`src/rtl/cache_pkg.sv`:
```
// cache_pkg
// Shared definitions for the cache-to-RAM bridge: default geometry of a cache
// line, the widths derived from that default geometry, and the bridge FSM
// state encoding.
package cache_pkg;

    // Default geometry (bytes addressed, words of WORD_W bits, LINE_WORDS per line)
    localparam int DEF_ADDR_W     = 32;
    localparam int DEF_WORD_W     = 32;
    localparam int DEF_LINE_WORDS = 4;

    // Widths derived from the default geometry
    localparam int DEF_WORD_BYTES = DEF_WORD_W / 8;
    localparam int DEF_OFF_W      = $clog2(DEF_LINE_WORDS * DEF_WORD_BYTES);
    localparam int DEF_BEAT_W     = $clog2(DEF_LINE_WORDS);

    // Bridge sequencing states
    typedef enum logic [1:0] {
        ST_IDLE  = 2'd0,
        ST_WBEAT = 2'd1,
        ST_RBEAT = 2'd2,
        ST_RESP  = 2'd3
    } bridge_state_t;

endpackage

```
`src/rtl/line_buffer.sv`:
```
// line_buffer
// Holds one cache line of LINE_WORDS words. Word i occupies bits
// [i*WORD_W +: WORD_W]. The whole line can be loaded at once, or a single
// word selected by beat can be overwritten; the word selected by beat is
// always presented on rd_word.
// Ports:
//   clk, rst    clock, synchronous active-high reset (clears the line)
//   load        load the whole line from load_line (wins over wr_en)
//   load_line   line to load
//   wr_en       overwrite word[beat] with wr_word
//   beat        word index for write and read
//   wr_word     word to write
//   rd_word     word[beat] of the stored line
//   line_o      whole stored line
module line_buffer
    import cache_pkg::*;
#(
    parameter int  WORD_W     = DEF_WORD_W,
    parameter int  LINE_WORDS = DEF_LINE_WORDS,
    localparam int BEAT_W     = $clog2(LINE_WORDS),
    localparam int LINE_W     = WORD_W * LINE_WORDS
) (
    input  logic              clk,
    input  logic              rst,
    input  logic              load,
    input  logic [LINE_W-1:0] load_line,
    input  logic              wr_en,
    input  logic [BEAT_W-1:0] beat,
    input  logic [WORD_W-1:0] wr_word,
    output logic [WORD_W-1:0] rd_word,
    output logic [LINE_W-1:0] line_o
);

    logic [LINE_W-1:0] line_q;
    logic [LINE_W-1:0] line_d;

    // Next line contents: whole-line load, single word update, or hold
    always_comb begin
        line_d = line_q;
        if (load) begin
            line_d = load_line;
        end else if (wr_en) begin
            line_d[beat*WORD_W +: WORD_W] = wr_word;
        end else begin
            line_d = line_q;
        end
    end

    // Line storage register
    always_ff @(posedge clk) begin
        if (rst) begin
            line_q <= '0;
        end else begin
            line_q <= line_d;
        end
    end

    assign rd_word = line_q[beat*WORD_W +: WORD_W];
    assign line_o  = line_q;

endmodule

```
`src/rtl/cache_ram_bridge.sv`:
```
// cache_ram_bridge
// Turns one cache-line request (writeback or refill) from the cache controller
// into LINE_WORDS single-word RAM accesses over a req/ack handshake, then
// pulses response_ram_to_cache for one cycle. For refills the assembled line
// is presented on line_ram_to_cache and held until the next refill completes.
// Ports:
//   clk, rst                 clock, synchronous active-high reset
//   enable_cache_to_ram      line request (sampled only in IDLE)
//   write_cache_to_ram       1 = writeback, 0 = refill
//   addr_cache_to_ram        line address (offset bits ignored)
//   line_cache_to_ram        writeback data
//   response_ram_to_cache    one-cycle completion pulse
//   line_ram_to_cache        refill data
//   busy                     high whenever not IDLE
//   ram_req/ram_we/ram_addr/ram_wdata   word access towards RAM
//   ram_rdata/ram_ack        word access completion from RAM
// All outputs come from registers or are decoded from registered state, so
// ram_ack may be combinationally derived from ram_req without forming a loop.
module cache_ram_bridge
    import cache_pkg::*;
#(
    parameter int  ADDR_W     = DEF_ADDR_W,
    parameter int  WORD_W     = DEF_WORD_W,
    parameter int  LINE_WORDS = DEF_LINE_WORDS,
    localparam int LINE_W     = WORD_W * LINE_WORDS
) (
    input  logic              clk,
    input  logic              rst,
    input  logic              enable_cache_to_ram,
    input  logic              write_cache_to_ram,
    input  logic [ADDR_W-1:0] addr_cache_to_ram,
    input  logic [LINE_W-1:0] line_cache_to_ram,
    output logic              response_ram_to_cache,
    output logic [LINE_W-1:0] line_ram_to_cache,
    output logic              busy,
    output logic              ram_req,
    output logic              ram_we,
    output logic [ADDR_W-1:0] ram_addr,
    output logic [WORD_W-1:0] ram_wdata,
    input  logic [WORD_W-1:0] ram_rdata,
    input  logic              ram_ack
);

    localparam int WORD_BYTES = WORD_W / 8;
    localparam int OFF_W      = $clog2(LINE_WORDS * WORD_BYTES);
    localparam int BEAT_W     = $clog2(LINE_WORDS);
    localparam int BYTE_SH    = $clog2(WORD_BYTES);

    localparam logic [ADDR_W-1:0] LINE_MASK = {ADDR_W{1'b1}} << OFF_W;
    localparam logic [BEAT_W-1:0] LAST_BEAT = BEAT_W'(LINE_WORDS - 1);

    bridge_state_t     state_q, state_d;
    logic [BEAT_W-1:0] beat_q, beat_d;
    logic [ADDR_W-1:0] base_q, base_d;
    logic [LINE_W-1:0] line_out_q, line_out_d;

    logic              buf_load;
    logic              buf_wr;
    logic [WORD_W-1:0] buf_rd_word;
    logic [LINE_W-1:0] buf_line;
    logic [LINE_W-1:0] merged_line;

    line_buffer #(
        .WORD_W     (WORD_W),
        .LINE_WORDS (LINE_WORDS)
    ) u_line_buffer (
        .clk       (clk),
        .rst       (rst),
        .load      (buf_load),
        .load_line (line_cache_to_ram),
        .wr_en     (buf_wr),
        .beat      (beat_q),
        .wr_word   (ram_rdata),
        .rd_word   (buf_rd_word),
        .line_o    (buf_line)
    );

    // Refill line as it will look once the current read word is captured;
    // lets the output line be valid in the same cycle as the response pulse
    always_comb begin
        merged_line = buf_line;
        merged_line[beat_q*WORD_W +: WORD_W] = ram_rdata;
    end

    // Next-state and sequencing control
    always_comb begin
        state_d    = state_q;
        beat_d     = beat_q;
        base_d     = base_q;
        line_out_d = line_out_q;
        buf_load   = 1'b0;
        buf_wr     = 1'b0;
        case (state_q)
            ST_IDLE: begin
                if (enable_cache_to_ram) begin
                    base_d   = addr_cache_to_ram & LINE_MASK;
                    beat_d   = '0;
                    buf_load = 1'b1;
                    if (write_cache_to_ram) begin
                        state_d = ST_WBEAT;
                    end else begin
                        state_d = ST_RBEAT;
                    end
                end else begin
                    state_d = ST_IDLE;
                end
            end
            ST_WBEAT, ST_RBEAT: begin
                if (ram_ack) begin
                    buf_wr = (state_q == ST_RBEAT);
                    if (beat_q == LAST_BEAT) begin
                        state_d = ST_RESP;
                        if (state_q == ST_RBEAT) begin
                            line_out_d = merged_line;
                        end else begin
                            line_out_d = line_out_q;
                        end
                    end else begin
                        beat_d  = beat_q + BEAT_W'(1);
                        state_d = state_q;
                    end
                end else begin
                    state_d = state_q;
                end
            end
            ST_RESP: begin
                state_d = ST_IDLE;
            end
            default: begin
                state_d = ST_IDLE;
            end
        endcase
    end

    // State, beat counter, line base and refill output registers
    always_ff @(posedge clk) begin
        if (rst) begin
            state_q    <= ST_IDLE;
            beat_q     <= '0;
            base_q     <= '0;
            line_out_q <= '0;
        end else begin
            state_q    <= state_d;
            beat_q     <= beat_d;
            base_q     <= base_d;
            line_out_q <= line_out_d;
        end
    end

    // The beat offset is OR-ed into the cleared offset field, so it can
    // never carry into the line address bits.
    assign ram_req               = (state_q == ST_WBEAT) || (state_q == ST_RBEAT);
    assign ram_we                = (state_q == ST_WBEAT);
    assign ram_addr              = base_q | (ADDR_W'(beat_q) << BYTE_SH);
    assign ram_wdata             = buf_rd_word;
    assign response_ram_to_cache = (state_q == ST_RESP);
    assign busy                  = (state_q != ST_IDLE);
    assign line_ram_to_cache     = line_out_q;

endmodule

```
`config.mk`:
```
export PLATFORM = sky130hd
export DESIGN_NAME = cache_ram_bridge
export DESIGN_NICKNAME = d
export VERILOG_FILES = /design/src/rtl/cache_pkg.sv /design/src/rtl/line_buffer.sv /design/src/rtl/cache_ram_bridge.sv
export SDC_FILE = /design/constraint.sdc
export NUM_CORES = 1
export LEC_CHECK = 0
export BUFFER_PORTS_ARGS = -buffer_cell sky130_fd_sc_hd__clkbuf_2
export CORE_MARGIN = 10
export CORE_UTILIZATION = 35
export CTS_CLUSTER_SIZE = 40
export DETAILED_ROUTE_END_ITERATION = 16
export SYNTH_ARGS = -nofsm -noshare
export SYNTH_HDL_FRONTEND = slang
export SYNTH_SLANG_ARGS = --single-unit
```
`constraint.sdc`:
```
create_clock -name clk -period 3.3 [get_ports clk]
set_clock_uncertainty 0.15 [all_clocks]
set_input_delay 0.66 -clock clk [delete_from_list [all_inputs] [get_ports clk]]
set_output_delay 0.66 -clock clk [all_outputs]
set_load 0.02 [all_outputs]
```
### Word level (Yosys, flattened, before mapping)

Index checks and enable logic that the tools add are counted.

* equality and inequality tests: 8
* add/subtract/negate cells: 2
* bitwise gates (word level): 1
* reduce and logical (&&, ||, !) cells: 10
* shifts and indexed selects: 3
* mux-type cells: 16

Operators with widths (number)
* 128-bit 2-to-1 mux: 2
* 128-bit bitwise mux: 1
* 32-bit by 34-bit variable shift with 128-bit output (first input constant): 1
* 128-bit by 8-bit variable part select with 32-bit output: 1
* 32-bit by 34-bit variable part select with 128-bit output: 1
* 7-bit negator with 34-bit output: 1
* 32-bit by 4-bit bitwise OR with 32-bit output: 1
* 2-bit 2-to-1 mux: 7
* 2-bit != test (second input constant): 4
* 4-bit AND reduction: 2
* 2-bit equality test (second input constant): 3
* 2-bit one-hot mux with 3 select lines: 1
* 2-bit nonzero test: 3
* 1-bit 2-to-1 mux: 4
* 2-bit one-hot mux with 2 select lines: 1
* 2-bit AND reduction: 2
* 2-bit by 1-bit adder with 2-bit output (second input constant): 1
* 2-bit by 1-bit equality test with 1-bit output (second input constant): 1
* 2-bit zero test: 1
* 2-bit OR reduction: 1
* 1-bit logical OR: 1

* flip-flop bits (word level): 288
* word-level logic and storage cells: 45
* output and inout bits: 196

### Longest topological paths before layout

Gate-level depths: netlist of the first run.

* depth after elaboration: 5
* mapped depth: 10
* mapped depth without buffers: 6

### Modules after synthesis

From an unflattened synthesis of the first run, not the netlist that was laid out.

* cells, all modules: 1476
* area total of the unflattened synthesis: 13324.0 um2

By module, submodules not included
* cache_ram_bridge: instances 1, cells each 828, area each 7135.6 um2, sequential area each 3203.1 um2
* line_buffer: instances 1, cells each 648, area each 6188.4 um2, sequential area each 2562.5 um2

### Least setup slack after synthesis of the first run

Ideal clock, no wire load.

* path type: register to register
* start point: reg beat_q[0]
* end point: reg u_line_buffer.line_q[49], in the netlist u_line_buffer.line_o[49]
* buffers on the path: 4
* stages on the path, launching flop included: 11
* arrival time: 2458 ps
* required time: 3016 ps
* slack: 559 ps
* clock period less this slack: 2741 ps
* cells stage by stage: dfxtp_1 -> buf_6 -> buf_2 -> inv_1 -> ha_1 -> and3_1 -> and2_1 -> buf_2 -> buf_4 -> a22oi_1 -> o22ai_1

* word-level cells in the longest chain between the ends: 5
* elaborated cells between the ends (all ways): 6

RTL lines
* start: declaration: line cache_ram_bridge.sv:53 `logic [BEAT_W-1:0] beat_q, beat_d;`
* start signal: assignment: line cache_ram_bridge.sv:144 `beat_q <= beat_d;`
* 7-bit negator with 34-bit output (*): line line_buffer.sv:43 `line_d[beat*WORD_W +: WORD_W] = wr_word;`
* 32-bit by 34-bit variable part select with 128-bit output / 32-bit by 34-bit variable shift with 128-bit output (equally long branches): line line_buffer.sv:43
* 128-bit bitwise mux (*): line line_buffer.sv:43
* 128-bit 2-to-1 mux (*): line line_buffer.sv:42 `end else if (wr_en) begin`
* 128-bit 2-to-1 mux (*): line line_buffer.sv:40 `if (load) begin`
* end signal: assignment: line line_buffer.sv:54 `line_q <= line_d;`
* end: declaration: line line_buffer.sv:34 `logic [LINE_W-1:0] line_q;`

Mark *: on every way between the ends. The rest lies on a longest branch, timed or not. The select of a mux whose other input is x is not followed.
A chain may end at the register's enable or synchronous reset.

### Worst setup path in the final report of the first run

* start point: reg beat_q[0]
* end point: out ram_wdata[1]

* word-level cells in the longest chain between the ends: 1

RTL lines
* 128-bit by 8-bit variable part select with 32-bit output: line line_buffer.sv:58 `assign rd_word = line_q[beat*WORD_W +: WORD_W];`
* end: declaration: line cache_ram_bridge.sv:39 `output logic [WORD_W-1:0] ram_wdata,`

No other way between the ends.

==> results of run 1 <==
[critical path: cells and delay by family (launching register included)]
family   cells  cell delay, ps
buf+inv      2             500
flops        1             470
mux          1             580
[sequential cells by signal (all words and copies together) (netlist names)]
register              cells
state_q                   2
line_ram_to_cache       128
base_q                   28
u_line_buffer.line_o    128
beat_q                    2
[kinds of logic after synthesis]
family,count (synthesis)
compound gates,513
fa+ha+maj,10
flops,288
other cells,1
simple gates,406
buf+inv,159
mux,34
[layer usage]
layer / vias up / wire (um) / global-route usage (%)
li1: 5841 / - / -
met1: 6130 / 22800 / 30.5
met2: 592 / 25300 / 35.9
met3: 73 / 5640 / 7.61
met4: 6 / 1040 / 5.89
met5: - / 49 / 0
[cell usage in the layout (no fill, tap or decap), types with 15 or more instances in the layout]
cell type  synthesis  final
mux4_2            32     32
o21ai_0           47     47
a31o_2            22     22
o22ai_1           49     49
nand3_1           32     32
a211oi_2          15     15
a21oi_1          109    109
nor2b_1           18     18
a211oi_1          69     69
nor2_1           151    151
clkbuf_16          0     35
a31oi_1           17     17
dfxtp_1          288    286
a22oi_1          109    109
nand2_1          156    154
nand2b_1          18     18
a311oi_2          18     18
clkbuf_2           0    385
a21o_1            17     17
buf_4             16     18
[worst paths after layout]
| check | end | slack [ps] | cells past startpoint |
|---|---|---|---|
| hold / removal | u_line_buffer.line_o[19]$_SDFFE_PP0P_ | 170 | 3 |
| setup / recovery | ram_wdata[1] | 340 | 3 |
| hold reg to reg | line_ram_to_cache[108]$_SDFFE_PP0P_ | 300 | 2 |
| setup reg to reg | u_line_buffer.line_o[54]$_SDFFE_PP0P_ | 440 | 6 |
[cell type report]
cell class	instances	area share (%)
clock inverters	15	1.14
flip-flops and latches	288	35.3
multi-input cells	965	39.7
clock buffers	48	6.03
diodes	5	0.0766
repair buffers	414	13.9
well taps	468	3.58
inverters	9	0.207
[metrics by stage]
step / hold WS [ps] / utilization (%) / power (mW) / setup slack (ps)
after CTS: 146 / 44.5 / 12.5 / 323
after floorplan: 352 / - / 7.22 / 559
after global routing: 175 / 44.5 / 13.1 / 262
after detailed placement: 299 / 41.3 / 8.53 / 425
final: 175 / 44.5 / 12.5 / 343
after global placement: 293 / 41.3 / 8.46 / 451
[power groups by stage]
stage,sequential (mW),combinational (mW),clock [mW]
4_1_cts,4.27,4.21,4.04
3_3_place_gp,4.32,4.14,0
6_report,4.28,4.22,3.96
3_5_place_dp,4.34,4.19,0
2_1_floorplan,4.26,2.96,0
5_1_grt,4.32,4.58,4.18
==> impl_metrics.py, run 1 <==
metrics = {
    "synthesis": {
        "yosys.cell_count.top_type": "dfxtp_1",
        "syn_area_mm2": 0.0131,
        "synth-seq-area-share_pct": 44.2,
        "synthTopCellsByCount": "dfxtp_1 (288), nand2_1 (156), nor2_1 (151)",
        "ys_ff_latch": 288,
        "synthAdderAreaFrac_pct": 0.958,
        "synth_mux_area_share_pct": 5.68,
        "avgSynthCellArea_um2": 9.25,
        "synth_compound_area_share_pct": 28.6,
        "synth_top_family_by_area": "compound AO/OA/AOI/OAI gates",
        "ys_async_sr_fraction_pct": 0,
        "synth_largest_area_cell": "dfxtp_1",
        "synth_cell_types": 46,
        "yosys.area_share.simple_pct": 14.2,
        "synth_edf_count": 0,
        "ys_top_cells_by_area": "dfxtp_1 (44%), a22oi_1 (6.3%), mux4_2 (5.5%)",
        "yosys_warnings": 0,
        "synthCells": 1411,
        "synth_top_area_share_pct": 44.2,
        "synth-xor-area-share_pct": 0,
        "synthFlopType": "dfxtp_1",
    },
    "critical_path": {
        "cpPeakStageDelay_ps": 580,
        "endpoint_kind": "output port",
        "slowest_stage": "mux4_2",
        "worstSetupStartpoint": "beat_q[0]$_SDFFE_PP0P_",
        "cp_cell_sequence": "buf_12 > mux4_2 > clkbuf_2",
        "crit_type": "flop to output port",
        "cp.required_ps": 2490,
        "reg2reg_from": "beat_q[0]$_SDFFE_PP0P_",
        "start_kind": "flop",
        "arrival_ps": 2150,
        "cp_max_fo": 35,
    },
    "floorplan": {
        "die_h_um": 213,
        "die_w_um": 213,
        "rows": 70,
        "ioPinCount": 393,
        "core_mm2": 0.0367,
        "die_area_mm2": 0.0454,
        "start_util_pct": 35.6,
    },
    "routing": {
        "first_pass_iters": 5,
        "totalWireLength_um": 54800,
        "via_per_inst": 5.72,
        "first_iter_violations": 1128,
        "ant_nets": 0,
        "drc": 0,
        "vias": 12600,
        "wire_per_inst_um": 24.8,
    },
    "place": {
        "hpwl_um": 38800,
        "gp_congestion": 0.920,
        "dpl_cell_area_mm2": 0.0152,
        "io_buffer_count": 386,
        "dp_cells": 2144,
    },
    "cts": {
        "ctsRootBufferMaster": "clkbuf_16",
        "postCtsSetupBuffers": 0,
        "cts_tree": "built",
        "clock_path_buffers": 3,
        "ctsResizeCount": 0,
        "clk_pin_slew_worst_paths_ps": 60,
        "cts.htree.levels": 2,
        "cts_buffers": 35,
        "cts_num_sinks": 288,
        "clock_latency_ps": 550,
        "ctsHoldBuffers": 0,
    },
    "cells_and_area": {
        "layout-drive-gt1-share_pct": 34.3,
        "num-fill-cells": 3655,
        "fin_area_mm2": 0.0163,
        "nets": 1920,
        "register_area_mm2": 0.00577,
        "multi_input_area_mm2": 0.00649,
        "areaGrowthSynthToFinish_pct": 25.1,
        "final_cells": 2212,
    },
    "global_route": {
        "antenna_found_initial": 8,
        "grt-ovfl-total": 0,
        "grt_max_degree": 114,
        "grt_first_pass_wirelength_um": 80200,
        "grt.total_usage_pct": 23.2,
        "grt_pass1_vias": 12100,
    },
    "min_path": {
        "worstHoldStart": "line_cache_to_ram[19]",
        "min_path_type": "input pin to flop",
    },
    "timing": {
        "hold_violations": 0,
        "timing.fmax_ghz": 0.338,
        "post-route-period-util_pct": 89.6,
        "post-route-min-period_ps": 2960,
        "slew_violations": 0,
        "tightest_slew_ps": 916,
        "rsz0062_at_grt": "false",
        "setup_violations": 0,
        "setup_tns_ps": 0,
        "slew_headroom_pct": 39.0,
    },
    "power_and_ir_drop": {
        "comb_power_share_pct": 33.9,
        "peakVddDrop_mv": 0.622,
        "p_per_area_mw_per_mm2": 763,
        "p_switching_mw": 4.67,
        "internal-power_mw": 7.79,
        "power.leakage_nw": 6.29,
        "p_seq_share_pct": 34.4,
        "swShare_pct": 37.5,
        "clkPwrFrac_pct": 31.8,
    },
    "status": {
        "status": "finished clean",
    },
    "run": {
        "maxCapViolCount": 0,
    },
}
(Power assumes the default switching activity.)
==> inputs of run 2 (changes only) <==
==> constraint.sdc (replaced) <==
create_clock -name clk -period 3 [get_ports clk]
set_clock_uncertainty 0.15 [all_clocks]
set_input_delay 0.6 -clock clk [delete_from_list [all_inputs] [get_ports clk]]
set_output_delay 0.6 -clock clk [all_outputs]
set_load 0.02 [all_outputs]
==> run 2 against run 1 <==
Global-route usage is 0.055 points higher; non-clock buffer count is 2 higher; worst setup slack worse by 240 ps; final cell count hardly changed; first-iteration DRC count is 0.71% higher; sequential share of layout area is 0.084 points lower.
==> impl_metrics.py, run 2 (synthesis gave the netlist of run 1 again) <==
metrics = {
    "status": {
        "status": "finished clean",
    },
    "cells_and_area": {
        "nets": 1922,
        "final_common_cell": "clkbuf_2",
        "layout-drive-gt1-share_pct": 34.3,
        "final_cell_mix": "clkbuf_2 (385), dfxtp_1 (286), nand2_1 (154)",
        "fin_area_mm2": 0.0164,
        "areaGrowthSynthToFinish_pct": 25.4,
        "utilization_pct": 44.6,
        "num-fill-cells": 3655,
    },
    "place": {
        "place_ws_ps": 253,
        "gp_congestion": 0.933,
        "io_buffer_count": 386,
        "hpwl_um": 39100,
        "dpl_cell_area_mm2": 0.0152,
    },
    "floorplan": {
        "rows": 70,
        "start_util_pct": 35.6,
        "ioPinCount": 393,
        "die_w_um": 213,
        "core_mm2": 0.0367,
        "die_h_um": 213,
        "die_area_mm2": 0.0454,
    },
    "cts": {
        "clock_path_buffers": 3,
        "cts_num_sinks": 288,
        "cts.htree.levels": 2,
        "cts_buffers": 35,
        "ctsHoldBuffers": 0,
        "clk_pin_slew_worst_paths_ps": 60,
        "postCtsSetupBuffers": 0,
        "ctsRootBufferMaster": "clkbuf_16",
        "cts_tree": "built",
        "ctsResizeCount": 0,
        "clock_latency_ps": 540,
    },
    "routing": {
        "totalWireLength_um": 54700,
        "wire_per_inst_um": 24.7,
        "drc": 0,
        "ant_nets": 0,
        "via_per_inst": 5.70,
        "first_iter_violations": 1136,
        "first_pass_iters": 6,
        "vias": 12600,
    },
    "power_and_ir_drop": {
        "p_per_area_mw_per_mm2": 841,
        "peakVddDrop_mv": 0.677,
        "power.leakage_nw": 6.34,
    },
    "min_path": {
        "hold_depth": 3,
        "min_path_type": "input pin to flop",
    },
    "critical_path": {
        "start_kind": "flop",
        "crit_type": "flop to output port",
        "cp_cell_sequence": "buf_4 > mux4_2 > clkbuf_2",
        "endpoint_kind": "output port",
        "slowest_stage": "dfxtp_2",
        "cpPeakStageDelay_ps": 470,
        "cp_max_fo": 27,
        "r2r_cells": 7,
        "cp.required_ps": 2250,
        "arrival_ps": 2150,
    },
    "global_route": {
        "grt.total_usage_pct": 23.3,
        "grt-ovfl-total": 0,
        "grt_pass1_vias": 12500,
        "antenna_found_initial": 7,
        "grt_first_pass_wirelength_um": 80400,
        "grt_max_degree": 117,
    },
    "timing": {
        "setup_tns_ps": 0,
        "slew_violations": 0,
        "setup_slack_ps": 104,
        "rsz0062_at_grt": "false",
        "slew_headroom_pct": 23.0,
        "hold_violations": 0,
        "post-route-min-period_ps": 2900,
        "tightest_slew_ps": 1160,
        "setup_violations": 0,
        "post-route-period-util_pct": 96.5,
        "holdWs_ps": 130,
        "timing.fmax_ghz": 0.345,
    },
    "run": {
        "maxCapViolCount": 0,
    },
}
[run 2: layout make-up]
type / count / area [um2] / share of cell area, %
antenna: 3 / 7.51 / 0.0458
timing repair buffer: 416 / 2300 / 14.1
sequential: 288 / 5770 / 35.2
tap: 468 / 586 / 3.58
multi-input combinational: 965 / 6490 / 39.6
inverter: 9 / 33.8 / 0.206
clock buffer: 56 / 1110 / 6.76
clock inverter: 6 / 80.1 / 0.489
[run 2: path summary, 6_finish.rpt]
| kind | from | endpoint | slack (ps) |
|---|---|---|---|
| setup / recovery | beat_q[1]$_SDFFE_PP0P_ | ram_wdata[31] | 100 |
| hold / removal | addr_cache_to_ram[31] | base_q[31]$_SDFFE_PP0P_ | 130 |
| setup reg to reg | state_q[1]$_SDFFE_PP0P_ | u_line_buffer.line_o[95]$_SDFFE_PP0P_ | 270 |
| hold reg to reg | base_q[13]$_SDFFE_PP0P_ | base_q[13]$_SDFFE_PP0P_ | 300 |
[run 2: stage by stage]
stage          instances  total power [mW]
6_report            2211              13.8
5_1_grt             2211              14.4
4_1_cts             2208              13.8
3_5_place_dp        2146              9.45
3_3_place_gp        2146              9.34
2_1_floorplan       1412              7.94
[run 2: per-layer routing]
layer  up-vias  GRT usage (%)  wire length, um
li1       5851              -                -
met1      6052           30.0            22700
met2       605           36.4            25000
met3        94           6.92             5320
met4         8           7.85             1530
met5         -              0               57
[run 2: report_power, final]
part	switching (mW)	internal (mW)
sequential	0.412	4.30
combinational	2.96	1.73
clock	1.68	2.69
total	5.05	8.72
[run 2: worst max-delay path, delay by kind of cell (launching register included)]
family   cells  cell delay, ps
buf+inv      2             660
flops        1             470
mux          1             440
